## src/rtl/cpu_pkg.sv

```systemverilog
// -----------------------------------------------------------------------------
// cpu_pkg
// Shared definitions for the fetch front end: default address and instruction
// widths, the fetch-address default after reset, and the {pc, instr} record
// carried from instruction memory towards decode.
// -----------------------------------------------------------------------------
package cpu_pkg;

  localparam int PC_W    = 16;
  localparam int INSTR_W = 32;

  localparam logic [PC_W-1:0] RESET_PC = '0;

  // One fetched instruction together with the address it was read from.
  typedef struct packed {
    logic [PC_W-1:0]    pc;
    logic [INSTR_W-1:0] instr;
  } fetch_entry_t;

endpackage : cpu_pkg

```

## src/rtl/instr_prefetch_queue_if.sv

```systemverilog
// -----------------------------------------------------------------------------
// instr_prefetch_queue_if
// Bundles the prefetch queue's memory, redirect and decode-side signals.
//   imem_addr/imem_data       : combinational instruction memory read port
//   redirect_valid/redirect_pc: flush-and-restart request from branch resolution
//   pf_valid/pf_ready         : valid/ready handshake towards decode
//   pf_pc/pf_instr/pf_count   : head entry and current occupancy
// Modports:
//   master : the prefetch queue (drives imem_addr and the pf_* head outputs)
//   slave  : the surrounding core (memory, branch unit, decode)
// -----------------------------------------------------------------------------
interface instr_prefetch_queue_if #(
  parameter int PC_W    = cpu_pkg::PC_W,
  parameter int INSTR_W = cpu_pkg::INSTR_W,
  parameter int CNT_W   = 3
);

  logic [PC_W-1:0]    imem_addr;
  logic [INSTR_W-1:0] imem_data;
  logic               redirect_valid;
  logic [PC_W-1:0]    redirect_pc;
  logic               pf_valid;
  logic               pf_ready;
  logic [PC_W-1:0]    pf_pc;
  logic [INSTR_W-1:0] pf_instr;
  logic [CNT_W-1:0]   pf_count;

  modport master (
    output imem_addr, pf_valid, pf_pc, pf_instr, pf_count,
    input  imem_data, redirect_valid, redirect_pc, pf_ready
  );

  modport slave (
    input  imem_addr, pf_valid, pf_pc, pf_instr, pf_count,
    output imem_data, redirect_valid, redirect_pc, pf_ready
  );

endinterface : instr_prefetch_queue_if

```

## src/rtl/sync_fifo_fwft.sv

```systemverilog
// -----------------------------------------------------------------------------
// sync_fifo_fwft
// Synchronous first-word-fall-through FIFO: the oldest entry is always visible
// on rd_data while count != 0. flush empties the FIFO in one cycle.
//   clk, rst : clock; synchronous active-high reset
//   push     : write wr_data this cycle (caller guarantees !full or pop)
//   pop      : retire the head entry this cycle (caller guarantees count != 0)
//   flush    : discard all entries; overrides push and pop
//   wr_data  : entry written on push
//   rd_data  : head entry
//   count    : occupancy, 0..DEPTH
//   full     : count == DEPTH
// DEPTH must be a power of two so the pointers wrap naturally.
// -----------------------------------------------------------------------------
module sync_fifo_fwft #(
  parameter int WIDTH = 8,
  parameter int DEPTH = 4
) (
  input  logic                     clk,
  input  logic                     rst,
  input  logic                     push,
  input  logic                     pop,
  input  logic                     flush,
  input  logic [WIDTH-1:0]         wr_data,
  output logic [WIDTH-1:0]         rd_data,
  output logic [$clog2(DEPTH):0]   count,
  output logic                     full
);

  localparam int PTR_W = $clog2(DEPTH);
  localparam int CNT_W = PTR_W + 1;

  logic [WIDTH-1:0] mem [DEPTH];
  logic [PTR_W-1:0] rd_ptr;
  logic [PTR_W-1:0] wr_ptr;

  // NOTE: the storage array has no reset; entries are only observable after
  // a push, so clearing them would only add reset fan-out to a RAM-like array.
  always_ff @(posedge clk) begin
    if (push && !flush) begin
      mem[wr_ptr] <= wr_data;
    end
  end

  // NOTE: sequential state uses non-blocking assignments so every register
  // here samples the pre-edge values of the others, independent of ordering.
  always_ff @(posedge clk) begin
    if (rst || flush) begin
      rd_ptr <= '0;
      wr_ptr <= '0;
      count  <= '0;
    end else begin
      if (push) wr_ptr <= wr_ptr + PTR_W'(1);
      if (pop)  rd_ptr <= rd_ptr + PTR_W'(1);
      count <= count + CNT_W'(push) - CNT_W'(pop);
    end
  end

  assign rd_data = mem[rd_ptr];
  assign full    = (count == CNT_W'(DEPTH));

endmodule : sync_fifo_fwft

```

## src/rtl/instr_prefetch_queue.sv

```systemverilog
// -----------------------------------------------------------------------------
// instr_prefetch_queue
// Sequential instruction prefetcher. fetch_pc drives a combinational
// instruction memory; each cycle with room in the queue the {pc, instr} pair
// is pushed and fetch_pc advances. Decode drains the head over pf_valid /
// pf_ready. A redirect flushes the queue and restarts fetch at redirect_pc.
//   clk : system clock
//   rst : synchronous active-high reset; overrides redirect and push
//   bus : instr_prefetch_queue_if master (imem port, redirect, decode handshake)
// -----------------------------------------------------------------------------
module instr_prefetch_queue #(
  parameter int              DEPTH    = 4,
  parameter int              PC_W     = cpu_pkg::PC_W,
  parameter int              INSTR_W  = cpu_pkg::INSTR_W,
  parameter logic [PC_W-1:0] RESET_PC = cpu_pkg::RESET_PC
) (
  input  logic                    clk,
  input  logic                    rst,
  instr_prefetch_queue_if.master  bus
);

  localparam int CNT_W   = $clog2(DEPTH) + 1;
  localparam int ENTRY_W = PC_W + INSTR_W;

  logic [PC_W-1:0]    fetch_pc;
  logic               push;
  logic               pop;
  logic               full;
  logic [ENTRY_W-1:0] head;
  logic [CNT_W-1:0]   count;

  // Redirect blocks both sides: the head is discarded rather than handed to
  // decode, and the instruction at the stale fetch_pc is not enqueued.
  assign pop  = bus.pf_valid & bus.pf_ready & ~bus.redirect_valid;
  // A full queue can still accept when the head leaves in the same cycle.
  assign push = ~bus.redirect_valid & (~full | pop);

  sync_fifo_fwft #(
    .WIDTH (ENTRY_W),
    .DEPTH (DEPTH)
  ) u_fifo (
    .clk     (clk),
    .rst     (rst),
    .push    (push),
    .pop     (pop),
    .flush   (bus.redirect_valid),
    .wr_data ({fetch_pc, bus.imem_data}),
    .rd_data (head),
    .count   (count),
    .full    (full)
  );

  always_ff @(posedge clk) begin
    if (rst) begin
      fetch_pc <= RESET_PC;
    end else if (bus.redirect_valid) begin
      fetch_pc <= bus.redirect_pc;
    end else if (push) begin
      fetch_pc <= fetch_pc + PC_W'(1);
    end
  end

  // imem_addr comes straight from a register, so it only moves on clock edges.
  assign bus.imem_addr = fetch_pc;
  assign bus.pf_valid  = (count != '0);
  assign bus.pf_pc     = head[ENTRY_W-1 -: PC_W];
  assign bus.pf_instr  = head[INSTR_W-1:0];
  assign bus.pf_count  = count;

endmodule : instr_prefetch_queue

```

## src/flat_wrapper.sv

```systemverilog
// flat-port wrapper written by rule: the top's interface ports become plain ports
module instr_prefetch_queue_flat import cpu_pkg::*;
#(
  parameter int              DEPTH    = 4,
  parameter int              PC_W     = cpu_pkg::PC_W,
  parameter int              INSTR_W  = cpu_pkg::INSTR_W,
  parameter logic [PC_W-1:0] RESET_PC = cpu_pkg::RESET_PC
)
  (clk, rst, bus_imem_addr, bus_pf_valid, bus_pf_pc, bus_pf_instr, bus_pf_count, bus_imem_data, bus_redirect_valid, bus_redirect_pc, bus_pf_ready);
  instr_prefetch_queue_if #(.PC_W(PC_W), .INSTR_W(INSTR_W), .CNT_W((3))) bus_i ();
  input  logic clk;
  input  logic rst;
  output wire logic [$bits(bus_i.imem_addr)-1:0] bus_imem_addr;
  output wire logic [$bits(bus_i.pf_valid)-1:0] bus_pf_valid;
  output wire logic [$bits(bus_i.pf_pc)-1:0] bus_pf_pc;
  output wire logic [$bits(bus_i.pf_instr)-1:0] bus_pf_instr;
  output wire logic [$bits(bus_i.pf_count)-1:0] bus_pf_count;
  input wire logic [$bits(bus_i.imem_data)-1:0] bus_imem_data;
  input wire logic [$bits(bus_i.redirect_valid)-1:0] bus_redirect_valid;
  input wire logic [$bits(bus_i.redirect_pc)-1:0] bus_redirect_pc;
  input wire logic [$bits(bus_i.pf_ready)-1:0] bus_pf_ready;
  assign bus_imem_addr = bus_i.imem_addr;
  assign bus_pf_valid = bus_i.pf_valid;
  assign bus_pf_pc = bus_i.pf_pc;
  assign bus_pf_instr = bus_i.pf_instr;
  assign bus_pf_count = bus_i.pf_count;
  assign bus_i.imem_data = bus_imem_data;
  assign bus_i.redirect_valid = bus_redirect_valid;
  assign bus_i.redirect_pc = bus_redirect_pc;
  assign bus_i.pf_ready = bus_pf_ready;
  instr_prefetch_queue #(.DEPTH(DEPTH), .PC_W(PC_W), .INSTR_W(INSTR_W), .RESET_PC(RESET_PC)) u_core (.clk(clk), .rst(rst), .bus(bus_i));
endmodule
```

## config.mk

```make
export PLATFORM = sky130hd
export DESIGN_NAME = instr_prefetch_queue_flat
export DESIGN_NICKNAME = d
export VERILOG_FILES = /design/src/rtl/cpu_pkg.sv /design/src/rtl/instr_prefetch_queue_if.sv /design/src/rtl/sync_fifo_fwft.sv /design/src/rtl/instr_prefetch_queue.sv /design/src/flat_wrapper.sv
export SDC_FILE = /design/constraint.sdc
export NUM_CORES = 1
export LEC_CHECK = 0
export ABC_AREA = 1
export BUFFER_PORTS_ARGS = -buffer_cell sky130_fd_sc_hd__buf_2
export CORE_MARGIN = 2
export CORE_UTILIZATION = 57
export CTS_CLUSTER_DIAMETER = 120
export DETAILED_ROUTE_END_ITERATION = 16
export PLACE_DENSITY = 0.81
export SLEW_MARGIN = 30
export SYNTH_ARGS = -nofsm -noshare
export SYNTH_HDL_FRONTEND = slang
export SYNTH_SLANG_ARGS = --single-unit
export TNS_END_PERCENT = 50
```

## constraint.sdc

```tcl
create_clock -name clk -period 4.3 [get_ports clk]
set_clock_uncertainty 0.15 [all_clocks]
set_input_delay 0.43 -clock clk [delete_from_list [all_inputs] [get_ports clk]]
set_output_delay 0.43 -clock clk [all_outputs]
set_load 0.01 [all_outputs]
```

==> flow_summary.toml <==
[status]
status = "completed"

[logic_synthesis]
yosysWarnings = 0
ys_types = 37
avgSynthCellArea_um2 = 12.5
ys_seq_area_frac = 0.725
synth-seq-cells = 217
syn-cell-area_mm2 = 0.00864
synth_fp_nets = 753
syn_inst = 693

[timing]
setup_viol = 0
tns_ps = 0
relSlewSlack = 0.380
hold_violations = 0
fin_ws_ps = 1310
tightest_slew_ps = 929
slew_viol_final = 0
fin_crit_ps = 2990
period_share = 0.696
fmax_ghz = 0.334
rsz0062_at_grt = "false"

[finish]
syn2layout_area_growth_pct = 16.9
final_nets = 877
final_common_cell = "edfxtp_1"
fillCellCount = 1030
final_cells = 1014
most-common-layout-cells = "edfxtp_1 (192), buf_2 (119), nor2_1 (114), o21ai_0 (109), nand2_1 (49)"
drive_above_1_share = 0.211
antennaDiodeCount = 0

[clock_network]
cts_buffers = 22
cts_max_level = 1
cts_sinks = 217
ctsRootBufferMaster = "clkbuf_16"
insertion_delay_ps = 490
postCtsSetupBuffers = 0
cts_resized = 0
path_clk_slew_ps = 60
cts_tree = "yes"
clockBufferDepth = 3

[min_path]
min-delay-start = "bus_imem_data[27]"
hold_path.class = "input pin to register"

[critical_path]
path_class = "register to primary output"
slowest_stage = "buf_4"
cp_num_buf_inv = 3
arrival_ps = 2410
max_stage_delay_ps = 630
critical-path-top-delay-family = "buffers and inverters"
end_kind = "primary output"
worstPathCellList = "inv_2 > buf_4 > o21ai_0 > o22ai_1 > buf_2"
start_kind = "register"
crit_required_ps = 3720
critPathMaxFanout = 71
r2r_start = "u_core.u_fifo.count[1]"

[drt]
dr_wl_met2_um = 8750
drcViolationCount = 0
wl_met3_um = 1570
drtAntennaViolNets = 0
drt_first_pass_iters = 5
drt_iter0_markers = 512
met1Wirelength_um = 7650
routedWlPerCell_um = 18.0
vias_per_cell = 5.81
dr.max_layer_used = "met4"
vias = 5890
drt-total-wl_um = 18300

[power]
power_leakage_nw = 3.74
peakVddDrop_uv = 265
p_per_area_mw_per_mm2 = 432

[global_routing]
grt_usage = 0.221
grt-ovfl-total = 0
grt_start_max_net_pins = 97
antenna_found_initial = 0
grt_pass1_vias = 5719
grt_pass1_wl_um = 28600

[floorplan]
io_pins = 120
core_mm2 = 0.0146
start_util = 0.590
die_y_um = 127
die_area_mm2 = 0.0162
die_w_um = 127
rows = 44

[place]
port_buffers = 119
gp_congestion = 0.932
dp_hpwl_um = 11000
place_ws_ps = 1500
place_inst = 968

[job]
drv_cap = 0
metal layers:
metal,up-vias,global-route usage
met5,-,0
met1,2846,0.303
met4,0,0.0601
met2,269,0.366
met3,24,0.0456
li1,2751,-
power by group:
| group | switching, mW | leakage (nW) | total, mW | internal [mW] |
|---|---|---|---|---|
| Combinational | 0.166 | 1.45 | 0.267 | 0.101 |
| Clock | 0.716 | 0.309 | 1.69 | 0.969 |
| Sequential | 0.0456 | 1.98 | 2.42 | 2.37 |
| Total | 0.928 | 3.74 | 4.37 | 3.44 |
path summary, 6_finish.rpt:
check                                           endpoint  slack (ps)  depth (start not counted)
worst min register to register                  register         360                          2
worst max register to register  u_core.u_fifo.mem[3][44]        1840                          5
worst min-delay path            u_core.u_fifo.mem[1][27]          10                          1
worst max-delay path                        bus_pf_pc[8]        1310                          5
kinds of logic (layout without fill, tap and decap cells):
group,count (synthesis),after routing,share of synthesized area
flops,217,217,0.725
simple gates,197,197,0.0956
compound gates,190,190,0.121
buf+inv,77,214,0.0419
fa+ha+maj,8,8,0.0125
xor+xnor,4,4,0.00406
registers in the layout, indices dropped and copies added, names as in the netlist, named ones only:
signal and cells:
u_core.u_fifo.mem 192, u_core.bus.imem_addr 16, u_core.u_fifo.count 3, u_core.u_fifo.rd_ptr 2, u_core.u_fifo.wr_ptr 2
synthesized netlist by cell type, drive strengths merged:
library cell,number,area (um^2)
xor2,2,17.5
clkinv,2,7.51
dfxtp,25,500
o22ai,48,300
fa,1,20.0
buf,18,123
ha,7,87.6
a21o,3,23.8
nand4,3,25.0
a21oi,14,70.1
inv,39,154
nand2,53,219
a22oi,1,12.5
nand3b,1,7.51
xnor2,2,17.5
o21bai,2,15.0
clkbuf,18,77.6
nor2,121,467
edfxtp,192,5770
a211oi,1,7.51
o221ai,1,8.76
o21ai,116,581
a31oi,4,25.0
nand3,19,108
cell type report:
class,instances,area [um^2],share of cell area
sequential,217,6270,0.621
multi-input combinational,399,2040,0.202
timing repair buffer,136,763,0.0756
clock buffer,28,594,0.0588
tap,184,230,0.0228
inverter,41,161,0.0160
clock inverter,9,40.0,0.00396
what timing repair did:
item                                    CTS  global route
hold endpoints to repair                 28             0
hold buffers                              8             0
endpoints found under the setup margin    0             0
through the flow:
stage                util  hold WS (ps)  total power [mW]  instance area (um^2)
floorplan               -           291              2.59                  8640
global placement    0.639           324              2.71                  9360
detailed placement  0.639           331              2.72                  9360
CTS                 0.688         0.413              4.39                 10100
global route        0.690          2.17              4.51                 10100
finish              0.690          13.6              4.37                 10100
(Power assumes the default switching activity.)
